### src/rtl/updown_counter_pkg.sv
// Shared mode encodings for the parametrised up/down counter.
package updown_counter_pkg;

  typedef enum logic [1:0] {
    MODE_WRAP   = 2'b00,
    MODE_SAT    = 2'b01,
    MODE_BOUNCE = 2'b10,
    MODE_HOLD   = 2'b11
  } mode_t;

endpackage

### src/rtl/updown_counter_param.sv
// Parametrised up/down counter with wrap, saturate and bounce modes,
// synchronous load and a registered terminal-count pulse.
module updown_counter_param
  import updown_counter_pkg::*;
#(
  parameter int unsigned     WIDTH   = 3,
  parameter longint unsigned MAX_VAL = (64'd1 << WIDTH) - 64'd1,
  parameter longint unsigned RST_VAL = 0
) (
  input  logic             clk,
  input  logic             rst,
  input  logic             en,
  input  logic             up_down,
  input  logic [1:0]       mode,
  input  logic             load,
  input  logic [WIDTH-1:0] load_val,
  output logic [WIDTH-1:0] count,
  output logic             dir,
  output logic             tc,
  output logic             at_max,
  output logic             at_min
);

  if (WIDTH < 1 || WIDTH > 32) begin : g_bad_width
    $error("updown_counter_param: WIDTH must be in 1..32");
  end
  if (MAX_VAL < 64'd1 || MAX_VAL > ((64'd1 << WIDTH) - 64'd1)) begin : g_bad_max
    $error("updown_counter_param: MAX_VAL must be in 1..2**WIDTH-1");
  end
  if (RST_VAL > MAX_VAL) begin : g_bad_rst
    $error("updown_counter_param: RST_VAL must not exceed MAX_VAL");
  end

  localparam logic [WIDTH-1:0] MAX  = MAX_VAL[WIDTH-1:0];
  localparam logic [WIDTH-1:0] RSTV = RST_VAL[WIDTH-1:0];
  localparam logic [WIDTH-1:0] ONE  = WIDTH'(1);

  logic [WIDTH-1:0] count_q, count_d;
  logic             dir_q, dir_d;
  logic             tc_q, tc_d;
  logic             max_hit, min_hit;
  mode_t            mode_s;

  assign mode_s  = mode_t'(mode);
  assign max_hit = (count_q == MAX);
  assign min_hit = (count_q == '0);

  always_comb begin
    count_d = count_q;
    dir_d   = dir_q;
    tc_d    = 1'b0;
    if (load) begin
      count_d = (load_val > MAX) ? MAX : load_val;
      dir_d   = up_down;
    end else if (en) begin
      case (mode_s)
        MODE_WRAP: begin
          dir_d = up_down;
          if (up_down) begin
            if (max_hit) begin
              count_d = '0;
              tc_d    = 1'b1;
            end else begin
              count_d = count_q + ONE;
            end
          end else begin
            if (min_hit) begin
              count_d = MAX;
              tc_d    = 1'b1;
            end else begin
              count_d = count_q - ONE;
            end
          end
        end
        MODE_SAT: begin
          dir_d = up_down;
          if (up_down) begin
            if (max_hit) tc_d = 1'b1;
            else         count_d = count_q + ONE;
          end else begin
            if (min_hit) tc_d = 1'b1;
            else         count_d = count_q - ONE;
          end
        end
        MODE_BOUNCE: begin
          // Direction comes from the internal register; reversal happens on the
          // boundary edge itself so the ends are never dwelt on.
          if (dir_q) begin
            if (max_hit) begin
              count_d = MAX - ONE;
              dir_d   = 1'b0;
              tc_d    = 1'b1;
            end else begin
              count_d = count_q + ONE;
            end
          end else begin
            if (min_hit) begin
              count_d = ONE;
              dir_d   = 1'b1;
              tc_d    = 1'b1;
            end else begin
              count_d = count_q - ONE;
            end
          end
        end
        default: ;
      endcase
    end
  end

  always_ff @(posedge clk) begin
    if (rst) begin
      count_q <= RSTV;
      dir_q   <= 1'b1;
      tc_q    <= 1'b0;
    end else begin
      count_q <= count_d;
      dir_q   <= dir_d;
      tc_q    <= tc_d;
    end
  end

  assign count  = count_q;
  assign dir    = dir_q;
  assign tc     = tc_q;
  assign at_max = max_hit;
  assign at_min = min_hit;

endmodule

### config.mk
export PLATFORM = sky130hd
export DESIGN_NAME = updown_counter_param
export DESIGN_NICKNAME = d
export VERILOG_FILES = /design/src/rtl/updown_counter_pkg.sv /design/src/rtl/updown_counter_param.sv
export SDC_FILE = /design/constraint.sdc
export NUM_CORES = 1
export LEC_CHECK = 0
export ABC_AREA = 1
export CORE_MARGIN = 2
export CORE_UTILIZATION = 47
export CTS_CLUSTER_SIZE = 40
export DETAILED_ROUTE_END_ITERATION = 8
export GPL_TIMING_DRIVEN = 0
export HOLD_SLACK_MARGIN = 0.05
export PLACE_DENSITY = 0.75
export SYNTH_ARGS = -nofsm -noshare
export SYNTH_HDL_FRONTEND = slang
export SYNTH_SLANG_ARGS = --single-unit
### constraint.sdc
create_clock -name clk -period 1.49 [get_ports clk]
set_input_delay 0.2235 -clock clk [delete_from_list [all_inputs] [get_ports clk]]
set_output_delay 0.2235 -clock clk [all_outputs]
set_load 0.02 [all_outputs]
==> Word level (Yosys, flattened, before mapping) <==
Index checks and enable logic that the tools add are counted.
{ "word_totals": {"reg_bits": 5, "out_inout_bits": 7} }
{ "op_classes": {"addsub": 2, "magnitude_cmp": 1, "n_eq_ne": 5, "muxes": 23, "bitwise_logic": 1, "n_reduce_logical": 9} }
{ "op_table": {"columns": ["op", "n"], "rows": [
  ["$mux W3", 12],
  ["$pmux W3 S3", 1],
  ["$mux W1", 8],
  ["$ne A4 B4 Y1 const B", 2],
  ["$pmux W1 S2", 2],
  ["$reduce_and A4 Y1", 1],
  ["$reduce_bool A4 Y1", 1],
  ["$add A3 B1 Y3 const B", 1],
  ["$eq A3 B3 Y1 const B", 1],
  ["$gt A3 B3 Y1 const B", 1],
  ["$logic_not A3 Y1", 1],
  ["$reduce_bool A3 Y1", 1],
  ["$reduce_or A3 Y1", 1],
  ["$sub A3 B1 Y3 const B", 1],
  ["$eq A2 B1 Y1 const B", 1],
  ["$eq A2 B2 Y1 const B", 1],
  ["$logic_not A2 Y1", 1],
  ["$reduce_and A2 Y1", 1],
  ["$reduce_bool A2 Y1", 1],
  ["$reduce_or A2 Y1", 1],
  ["$not A1 Y1", 1]
]} }

==> Longest topological paths before layout <==
{ "logic_depth": {"word_depth": 6, "mapped_depth": 12, "ltp_nobuf": 12} }

==> Worst setup path before layout <==
No wires, ideal clock.
{ "synth_timing": {"path_type": "reg2reg", "startpoint": "register count_q[0] (netlist: count[0])", "endpoint": "register count_q[1] (netlist: count[1])", "setup_time_ns": 0.114, "arrival_ns": 1.480, "required_ns": 1.376, "setup_slack_ns": -0.104, "path_stages_with_launch": 10, "cell_sequence": "dfxtp_1 -> inv_1 -> ha_1 -> inv_1 -> nor2_2 -> a31oi_1 -> nand2_2 -> nor2_1 -> nand2_1 -> a21oi_2"} }
{ "synth_via": {"elab_chain_cells": 6, "elab_cells_between_ends": 19, "classes_between": "add/sub: 2; eq/ne: 3; mux: 12; reduce/logical: 2"} }
{ "synth_rtl": {"columns": ["item", "line_no", "source"], "rows": [
  ["start, declared", "updown_counter_param.sv:38", "logic [WIDTH-1:0] count_q, count_d;"],
  ["start signal, assigned", "updown_counter_param.sv:117", "count_q <= count_d;"],
  ["$logic_not A3 Y1 *", "updown_counter_param.sv:46", "assign min_hit = (count_q == '0);"],
  ["named net at_min", "updown_counter_param.sv:21", "output logic at_min"],
  ["$mux W3, on equally long branches", "updown_counter_param.sv:97, updown_counter_param.sv:67", null],
  ["$mux W3, on equally long branches", "updown_counter_param.sv:88, updown_counter_param.sv:59", null],
  ["$pmux W3 S3", "updown_counter_param.sv:56", "case (mode_s)"],
  ["$mux W3", "updown_counter_param.sv:55", "end else if (en) begin"],
  ["$mux W3", "updown_counter_param.sv:52", "if (load) begin"]
]} }
Mark *: on every way through the listed nets, which the timed path passes. The rest lies on a longest branch. The select of a mux whose other input is x is not followed.
A chain may end at the register's enable or synchronous reset.

==> Final worst setup path <==
{ "layout_timing": {"startpoint": "register count_q[1] (netlist: count[1])", "endpoint": "output port count[1]"} }
{ "layout_lines": {"columns": ["item", "line_no", "source"], "rows": [
  ["end, declared", "updown_counter_param.sv:17", "output logic [WIDTH-1:0] count,"]
]} }
No word-level cell between the ends.

==> impl_results.md <==
* Post-route ant nets at 0
* IO Port Bufs at 16
* P_leak at 0.000454 uW
* Crit Path Class: flop to output port
* Ant. Diodes at 0
* Num CTS Buffers at 3
* WL met2 at 879 um
* DR DRC count at 0
* Critical path's largest stage delay at 620 ps
* F_max at 672 MHz
* Crit path max-delay family: buffers and inverters
* Wire length on met3 at 54 um
* Tmin final at 1490 ps
* Antenna violations before repair at 0
* Max-cap viol count at 0
* Ys Warns at 0
* Setup_tns at 0 ps
* Vias in the first global route at 635
* Worst path bufs/invs at 1
* Post-layout power at 705 uW
* Post-synthesis sequential area ratio at 0.154
* Rel. slew slack at 0.810
* CP Launch Type: flop
* Core box area at 1300 um^2
* Reg power frac at 0.244
* Hold_ws at 514 ps
* R2r worst-path depth at 11
* Finished layout cell area at 942 um^2
* DIE WIDTH at 41.2 um
* Fin. max-slew vios at 0
* RD Place Congestion at 0.789
* Site row count at 13
* P_sw at 299 uW
* Layout cells sized above 1 at 0.231
* Hold Path Cell Cnt at 5
* Hpwl dp at 1360 um
* Top Layer Used: met4
* Die ar. at 1690 um^2
* Count of cell types in the netlist at 19
* Setup Skew at 10.5 ps
* H-Tree Depth at 1
* Cell area after synthesis at 649 um^2
* Max clock buf depth at 2
* Hold Path Class: primary input to flop
* Drt pass-1 iters at 4
* Stages on worst setup path at 1
* First-pass GRT wire length at 2600 um
* Status: complete, no violations
* Die H at 41.2 um
* # fillers at 121
* P&R area growth vs syn at 45.1%
* Syn Area/Cell at 5.80 um^2
* Wire per inst at 11.9 um
* Fin. Hold Viols at 0
* Vias per cell at 5.12
* Final Core Density at 0.724
* Total Wirelength at 1780 um
* CTS tree: yes
* Arrival time worst endpoint at 1260 ps
* RSZ-0062 raised after global routing: true
* Flops & latches, synth at 5
* Fin nets at 154
* Initial Utilization at 0.499
* Slew @ Worst Pin at 281 ps
* Period utilization at 0.999
* DRT iter0 DRCs at 10
* Max VDD drop at 0.000509 V
* Syn_nets at 131
* Synth Instances at 112
* Power Dens Cells at 749 nW/um^2
* Post-Place Cell Area at 837 um^2
* CP required at 1270 ps
* Crit. End Element: output port
* Crit-path max FO at 5
* Via count at 763
* Total global routing track utilization at 0.240
* Internal at 406 uW
* M1 WL at 822 um
* Combinational fraction of design power at 0.503
* Pin count of the biggest net entering global routing at 10
* Clock sinks at 5
* Slowest CP cell: clkdlybuf4s50_1
* Clk pin slew, worst setup/hold paths at 50 ps
* Grt ovf at 0
* Worst skew pair latency at 270 ps
* Sw Ratio at 0.425
* Clock root buffer: clkbuf_4
* Ports at 17
* Share of total power in the clock network at 0.254
* Setup violators final at 0
* Worst-path cell chain: clkdlybuf4s50_1
registers in the layout, summed over array words and instances, names as in the netlist:
name / flops
tc: 1
dir: 1
count: 3
repair_timing:
| action | CTS | global route |
|---|---|---|
| pin swaps | 3 | 4 |
| hold buffers | 0 | 0 |
| buffers inserted | 0 | 2 |
| gates resized for setup | 20 | 17 |
| setup endpoints to repair | 9 | 6 |
logic make-up (layout without fill, tap and decap cells):
group	Yosys count	count (layout)	share of synthesized area
simple gates	59	59	0.383
flops	5	5	0.154
compound gates	19	19	0.173
fa+ha+maj	9	9	0.173
buf+inv	20	42	0.116
cells in the final DEF (no fill, tap or decap), types with 2 or more instances in the layout:
master,n
nand2_1,24
nor2_1,17
inv_1,11
nand3_1,11
clkdlybuf4s50_1,9
inv_2,6
o21ai_0,6
ha_1,5
a21oi_1,4
nand2_2,3
ha_4,3
clkbuf_4,3
inv_4,2
a31oi_1,2
a21oi_2,2
dfxtp_4,2
dfxtp_1,2
clkdlybuf4s15_1,2
dlygate4sd2_1,2
buf_4,2
cell usage after synthesis (all sizes together):
master  instances  area [um^2]
ha              9          113
nor2           19         73.8
inv            20         75.1
o32ai           1         8.76
nand2          27          109
o311ai          1         8.76
or2             1         6.26
a21oi           6         33.8
dfxtp           5          100
nand3          11         55.1
o21ai           7         35.0
o211ai          1         7.51
a31oi           3         18.8
nor3            1         5.00
through the flow:
stage | cells | setup WS [ps]
after detailed placement | 143 | -512
after global routing | 149 | -38.5
final | 149 | 2.09
after floorplan | 112 | 20.0
after global placement | 143 | -479
after CTS | 147 | -68.2
path summary, 6_finish.rpt:
check,startpoint,end,slack [ps]
max,count[1]$_SDFFE_PP0P_,count[1],2
min,mode[1],tc$_SDFF_PP0_,510
max reg2reg,count[1]$_SDFFE_PP0P_,count[2]$_SDFFE_PP0P_,60
min reg2reg,count[1]$_SDFFE_PP0P_,count[1]$_SDFFE_PP0P_,530
power groups by stage:
stage / Combinational [uW] / Clock [uW] / Sequential, uW
finish: 355 / 179 / 172
global route: 395 / 189 / 174
CTS: 321 / 178 / 168
detailed placement: 316 / 0 / 170
global placement: 308 / 0 / 170
floorplan: 192 / 0 / 181
layer usage:
metal  vias to the layer above  track usage
li1                        406            -
met1                       342        0.278
met2                        13        0.441
met3                         2       0.0543
met4                         0       0.0484
met5                         -            0
cell type report:
type	count	area, um^2	area share
flip-flops and latches	5	109	0.116
inverters	20	85.1	0.0903
multi-input cells	87	532	0.564
clock buffers	4	26.3	0.0279
well taps	15	18.8	0.0199
repair buffers	18	171	0.182
worst reg2reg max path: cells and delay by family (launching register included):
kind	cells	cell delay (ps)
compound gates	1	100
fa+ha+maj	2	440
flops	1	380
buf+inv	1	40
simple gates	7	400
Power figures use the tool's default switching activity.
